$ cat config.mk
export PLATFORM = sky130hd
export DESIGN_NAME = golden_nonce_tracker
export DESIGN_NICKNAME = d
export VERILOG_FILES = /design/src/rtl/golden_nonce_tracker.sv
export SDC_FILE = /design/constraint.sdc
export NUM_CORES = 1
export LEC_CHECK = 0
export CAP_MARGIN = 30
export CORE_MARGIN = 2
export CORE_UTILIZATION = 55
export CTS_CLUSTER_SIZE = 10
export DETAILED_ROUTE_END_ITERATION = 8
export GPL_TIMING_DRIVEN = 0
export PLACE_DENSITY = 0.86
export SYNTH_ARGS = -nofsm -noshare
export SYNTH_HDL_FRONTEND = slang
export SYNTH_SLANG_ARGS = --single-unit
$ cat constraint.sdc
create_clock -name clk -period 6.8 [get_ports clk]
set_clock_uncertainty 0.1 [all_clocks]
set_input_delay 0.68 -clock clk [delete_from_list [all_inputs] [get_ports clk]]
set_output_delay 0.68 -clock clk [all_outputs]
set_load 0.02 [all_outputs]
$ cat src/rtl/golden_nonce_tracker.sv
// golden_nonce_tracker: maps comparator pops to nonces and reports the golden nonce to the host.
// Latency: 1 cycle from the result rising edge to nonce_valid (2 cycles after the comparator decides).
// Backpressure: nonce_valid/nonce_out are held until nonce_ready; stop never cancels a pending report.
//
// Ports:
//   clk, rst          - clock, synchronous active-high reset
//   start             - arm pulse; loads nonce_base and begins a job
//   stop              - abort request; ends the job without a report (unless one is already pending)
//   nonce_base        - first nonce of the job, sampled on start
//   hashout_fifo_re   - comparator pop strobe; each high cycle is one discarded hash
//   result            - comparator level result, 1 = hash below target
//   stop_ack_comp     - comparator drained / idle
//   nonce_valid       - golden nonce available (valid/ready with nonce_ready)
//   nonce_out         - golden nonce
//   nonce_ready       - host accepts nonce_out
//   exhausted         - nonce counter carried out of NONCE_W bits during this job (sticky to next start)
//   busy              - tracker is not IDLE
//
// Optional build macro GOLDEN_NONCE_STATS_EN adds:
//   hash_count[47:0]  - hashes examined while ARMED this job (pops plus the golden one), saturating
//   golden_count[15:0]- completed report handshakes since reset, saturating

module golden_nonce_tracker #(
    parameter int unsigned          NONCE_W    = 64,
    parameter logic [NONCE_W-1:0]   NONCE_STEP = NONCE_W'(1)
) (
    input  logic               clk,
    input  logic               rst,
    input  logic               start,
    input  logic               stop,
    input  logic [NONCE_W-1:0] nonce_base,
    input  logic               hashout_fifo_re,
    input  logic               result,
    input  logic               stop_ack_comp,
    output logic               nonce_valid,
    output logic [NONCE_W-1:0] nonce_out,
    input  logic               nonce_ready,
    output logic               exhausted,
    output logic               busy
`ifdef GOLDEN_NONCE_STATS_EN
    ,
    output logic [47:0]        hash_count,
    output logic [15:0]        golden_count
`endif
);

    typedef enum logic [1:0] {
        S_IDLE       = 2'd0,
        S_ARMED      = 2'd1,
        S_REPORT     = 2'd2,
        S_WAIT_DRAIN = 2'd3
    } state_t;

    state_t               r_state;
    state_t               w_state_nxt;

    logic [NONCE_W-1:0]   r_nonce_cnt;
    logic [NONCE_W-1:0]   w_nonce_cnt_nxt;
    logic [NONCE_W-1:0]   r_nonce_out;
    logic [NONCE_W-1:0]   w_nonce_out_nxt;
    logic                 r_nonce_valid;
    logic                 w_nonce_valid_nxt;
    logic                 r_exhausted;
    logic                 w_exhausted_nxt;
    logic                 r_result_d;
    logic                 r_start_mask;

    logic                 w_golden;
    logic                 w_load;
    logic                 w_count_hash;
    logic                 w_handshake;
    logic [NONCE_W:0]     w_sum;

    // result_d is cleared on start, so a result that is still high when the job
    // begins would otherwise look like a rising edge in the first ARMED cycle.
    // r_start_mask remembers the level seen on the start cycle and suppresses
    // that false edge; from the second ARMED cycle on, result_d covers it.
    assign w_golden = result & ~r_result_d & ~r_start_mask;

    // One extra bit catches the carry out of the nonce counter.
    assign w_sum = {1'b0, r_nonce_cnt} + {1'b0, NONCE_STEP};

    always_ff @(posedge clk) begin
        if (rst) begin
            r_state       <= S_IDLE;
            r_nonce_cnt   <= '0;
            r_nonce_out   <= '0;
            r_nonce_valid <= 1'b0;
            r_exhausted   <= 1'b0;
            r_result_d    <= 1'b0;
            r_start_mask  <= 1'b0;
        end else begin
            r_state       <= w_state_nxt;
            r_nonce_cnt   <= w_nonce_cnt_nxt;
            r_nonce_out   <= w_nonce_out_nxt;
            r_nonce_valid <= w_nonce_valid_nxt;
            r_exhausted   <= w_exhausted_nxt;
            r_result_d    <= w_load ? 1'b0 : result;
            r_start_mask  <= w_load & result;
        end
    end

    always_comb begin
        w_state_nxt       = r_state;
        w_nonce_cnt_nxt   = r_nonce_cnt;
        w_nonce_out_nxt   = r_nonce_out;
        w_nonce_valid_nxt = r_nonce_valid;
        w_exhausted_nxt   = r_exhausted;
        w_load            = 1'b0;
        w_count_hash      = 1'b0;
        w_handshake       = 1'b0;

        case (r_state)
            S_IDLE: begin
                if (start) begin
                    w_load = 1'b1;
                end
            end

            S_ARMED: begin
                if (stop) begin
                    w_state_nxt = S_WAIT_DRAIN;
                end else if (w_golden) begin
                    // A pop in the same cycle belongs to the golden hash itself,
                    // so the pre-increment count is the golden nonce.
                    w_nonce_out_nxt   = r_nonce_cnt;
                    w_nonce_valid_nxt = 1'b1;
                    w_count_hash      = 1'b1;
                    w_state_nxt       = S_REPORT;
                end else if (hashout_fifo_re) begin
                    w_nonce_cnt_nxt = w_sum[NONCE_W-1:0];
                    w_count_hash    = 1'b1;
                    if (w_sum[NONCE_W]) begin
                        w_exhausted_nxt = 1'b1;
                    end
                end
            end

            S_REPORT: begin
                // Pops here are comparator drains and stop is deferred until
                // the host takes the nonce.
                if (nonce_ready) begin
                    w_nonce_valid_nxt = 1'b0;
                    w_handshake       = 1'b1;
                    w_state_nxt       = S_WAIT_DRAIN;
                end
            end

            S_WAIT_DRAIN: begin
                if (stop_ack_comp) begin
                    if (start) begin
                        w_load = 1'b1;
                    end else begin
                        w_state_nxt = S_IDLE;
                    end
                end
            end

            default: begin
                w_state_nxt = S_IDLE;
            end
        endcase

        if (w_load) begin
            w_nonce_cnt_nxt = nonce_base;
            w_exhausted_nxt = 1'b0;
            w_state_nxt     = S_ARMED;
        end
    end

    assign nonce_valid = r_nonce_valid;
    assign nonce_out   = r_nonce_out;
    assign exhausted   = r_exhausted;
    assign busy        = (r_state != S_IDLE);

`ifdef GOLDEN_NONCE_STATS_EN
    logic [47:0] r_hash_count;
    logic [15:0] r_golden_count;

    always_ff @(posedge clk) begin
        if (rst) begin
            r_hash_count   <= '0;
            r_golden_count <= '0;
        end else begin
            if (w_load) begin
                r_hash_count <= '0;
            end else if (w_count_hash && (r_hash_count != '1)) begin
                r_hash_count <= r_hash_count + 48'd1;
            end

            if (w_handshake && (r_golden_count != '1)) begin
                r_golden_count <= r_golden_count + 16'd1;
            end
        end
    end

    assign hash_count   = r_hash_count;
    assign golden_count = r_golden_count;
`else
    // Without the statistics counters these strobes have no consumer.
    logic w_stats_unused;
    assign w_stats_unused = w_count_hash | w_handshake;
`endif

endmodule

# [Yosys cells after proc, flatten, opt, wreduce, memory -nomap -nowiden]
# Cells that the tools add are included.
[totals] ff_bits=134
[classes] n_addsub=1 eq_ne=15 n_mux=19 n_bitwise=7 reduce_logical=14
[ops] op="64-bit two-way mux" count=5
[ops] op="64-bit by 1-bit adder with 65-bit output, second input constant" count=1
[ops] op="5-bit AND reduction" count=3
[ops] op="3-bit != test, second input constant" count=4
[ops] op="2-bit two-way mux" count=5
[ops] op="2-bit != test, second input constant" count=5
[ops] op="4-bit AND reduction" count=2
[ops] op="2-bit nonzero test" count=4
[ops] op="1-bit two-way mux" count=6
[ops] op="2-bit case mux with 3 select lines" count=1
[ops] op="2-bit == test, second input constant" count=2
[ops] op="2-bit by 1-bit != test with 1-bit output, second input constant" count=2
[ops] op="4-bit != test, second input constant" count=1
[ops] op="1-bit NOT" count=4
[ops] op="1-bit case mux with 2 select lines" count=2
[ops] op="4-bit nonzero test" count=1
[ops] op="1-bit AND" count=3
[ops] op="3-bit AND reduction" count=1
[ops] op="3-bit nonzero test" count=1
[ops] op="2-bit by 1-bit == test with 1-bit output, second input constant" count=1
[ops] op="2-bit logical NOT" count=1
[ops] op="2-bit OR reduction" count=1

# [Depth between registers and ports, before layout]
[depth] word_depth=7 mapped_depth=9 mapped_depth_nobuf=7

# [Least setup slack after synthesis]
# No wires, ideal clock.
[synth_timing] path_type="input to register" startpoint="in stop" endpoint="reg r_nonce_cnt[39]" arrival_ps=2232 required_time_ps=6609 setup_slack_ps=4377 stages=6 n_path_buf=1 cell_sequence="nand3b_1 -> nor3_1 -> nand3_1 -> buf_2 -> or4_1 -> a311oi_1"
[synth_via] elab_chain_cells=2
[synth_lines] item="start: declaration" line_no="30" source="input logic stop,"
[synth_lines] item="2-bit by 1-bit != test with 1-bit output (no line)"
[synth_lines] item="4-bit AND reduction (no line)"
[synth_lines] item="end signal: assignment" line_no="94" source="r_nonce_cnt <= w_nonce_cnt_nxt;"
[synth_lines] item="end: declaration" line_no="57" source="logic [NONCE_W-1:0] r_nonce_cnt;"
# Every way passes these cells.
# A chain may end at the register's enable or synchronous reset.

# [Worst setup path after layout]
# Ends and elaborated chain as after synthesis.

==> results.json <==
{
  "slew_viol_final": 0,
  "hpwl_um": 13500,
  "nNetsFinal": 1034,
  "antenna_found_initial": 0,
  "fp.dieW_um": 112,
  "p_per_area_nw_per_um2": 328,
  "grt_max_degree": 17,
  "critPathArrivalTime_ns": 3.35,
  "clk_latency_ns": 0.43,
  "grt_usage_pct": 30.5,
  "avgSynthCellArea_um2": 7.97,
  "ctsHoldBuffers": 0,
  "cts_tree": "built",
  "synth_edf_count": 0,
  "cts.sinks": 134,
  "fmax_mhz": 321,
  "cts_resized": 0,
  "ios": 139,
  "post-route-period-util_pct": 45.9,
  "wl_per_cell_um": 17.2,
  "layout_commonest_cell": "nand2_1",
  "synth_cell_types": 50,
  "ys_seq_elements": 134,
  "drtPass1Iterations": 5,
  "ir_drop_mv": 0.207,
  "cp-startpoint": "stop",
  "hp-class": "reg -> reg",
  "finalSetupViolations": 0,
  "final_util_pct": 74.7,
  "htree_levels": 4,
  "place.gp.congestion": 0.888,
  "worstHoldStart": "nonce_out[46]",
  "drv_cap": 0,
  "final_antenna_net_count": 0,
  "area_growth_pct": 33.2,
  "startpoint_type": "input pin",
  "endpoint_kind": "flip-flop",
  "postSynth.asyncResetShare_pct": 0,
  "hold_ws_ns": 0.353,
  "rr_startpoint": "r_nonce_cnt[0]",
  "vias": 6699,
  "n_antenna_cell": 0,
  "relSlewSlack_pct": 20.6,
  "die_area_um2": 12500,
  "start_util_pct": 56.0,
  "netlist_instances": 800,
  "wirelength_um": 19100,
  "ys_warn_count": 0,
  "layout_min_cycle_time_ns": 3.12,
  "tightest_slew_ns": 1.18,
  "synth_ff_type": "dfxtp_1",
  "synth_area_um2": 6370,
  "dp_slack_ns": 3.29,
  "grt_pass1_vias": 6280,
  "finalSetupTns_ns": 0,
  "final_cell_mix": "156 x nand2_1, 137 x clkdlybuf4s50_1, 134 x dfxtp_1",
  "drc_errors": 0,
  "grt_pass1_wl_um": 30900,
  "hold_viol": 0,
  "overflow": 0,
  "numCtsBuffers": 17,
  "path_class": "in -> reg",
  "core_um2": 11400,
  "clock_path_buffers": 2,
  "clkTransAtPathRegs_ns": 0.05,
  "viasPerCell": 6.04,
  "crit_fanout": 10,
  "cts_setup_buffers": 0,
  "row_count": 39,
  "postLayoutSetupSlackWorst_ns": 3.68,
  "port_buffers": 137,
  "die_h_um": 112,
  "p_leak_nw": 2.76,
  "status": "complete, no violations",
  "synth_fp_nets": 878,
  "rsz0062_at_grt": "no",
  "drt_iter0_markers": 590,
  "root_buffer": "clkbuf_16",
  "drive_above_1_share_pct": 4.96,
  "ff2ff_setup_slack_ns": 3.69,
  "required_ns": 7.03,
  "ys_seq_area_share_pct": 42.1
}
-- worst max-delay path: stages --
cell and delay [ns]:
clkdlybuf4s50_1 0.47, nand3b_1 0.28, nor3_1 0.50, nand3_1 0.39
buf_2 0.33, or4_1 0.42, a311oi_1 0.26
-- sequential cells by signal, indices dropped and copies added, names as in the netlist --
register / flops
r_nonce_cnt: 64
r_state: 2
nonce_valid: 1
nonce_out: 64
r_result_d: 1
r_start_mask: 1
exhausted: 1
-- area by class of cell --
type	instances	area, um2
Multi-Input combinational cell	597	3390
Fill cell	864	2880
Sequential cell	134	2680
Timing Repair Buffer	137	1370
Clock buffer	28	557
Buffer	52	240
Tap cell	143	179
Inverter	17	63.8
Clock inverter	2	10.0
-- path summary, 6_finish.rpt --
check | end | depth (start not counted)
worst max-delay path | r_nonce_cnt[39] | 7
worst min-delay path | nonce_out[46] | 2
worst max register to register | r_nonce_cnt[34] | 7
worst min register to register | nonce_out[46] | 2
-- cell usage after synthesis (all sizes together) (9+ instances only) --
cell type	number	share of area, %
and3	9	0.90
inv	17	1.0
o31ai	17	2.0
or3	11	1.1
nand2	156	9.2
a311oi	28	3.8
dfxtp	134	42
o21ai	11	0.86
a211oi	34	4.0
a21oi	68	5.3
nor4	10	1.7
nand4	38	4.1
or4	18	2.1
nor3	16	1.3
nand3	30	2.4
clkbuf	45	3.1
xor2	26	3.6
nor2	82	4.8
-- metrics by stage --
stage / cell area [um2] / power (W) / instances
2_1_floorplan: 6370 / 0.00162 / 800
3_3_place_gp: 7920 / 0.00187 / 1080
3_5_place_dp: 7920 / 0.00189 / 1080
4_1_cts: 8490 / 0.00276 / 1110
5_1_grt: 8490 / 0.00292 / 1110
6_report: 8490 / 0.00278 / 1110
-- power breakdown --
group / internal [W] / switching (W)
combinational: 0.000305 / 0.000430
clock: 0.000548 / 0.000323
sequential: 0.000951 / 0.000225
total: 0.00180 / 0.000978
-- kinds of logic after synthesis --
family	after synthesis	synth area share [%]
AOI/OAI and AO/OA	168	17.4
buffers and inverters	69	4.77
adders and majority gates	6	1.18
and+or+nand+nor	391	30.2
xor gates and xnor gates	32	4.40
DFF	134	42.1
-- layer usage --
| metal | part of all wire, % | track usage, % | routed length, um | vias up |
|---|---|---|---|---|
| met5 | 0 | 0 | 0 | - |
| met4 | 3.7 | 14.7 | 700 | 0 |
| met3 | 8.8 | 5.72 | 1670 | 51 |
| met2 | 46 | 49.5 | 8830 | 354 |
| met1 | 41 | 39.3 | 7850 | 3090 |
| li1 | - | - | - | 3204 |
Power figures use the tool's default switching activity.
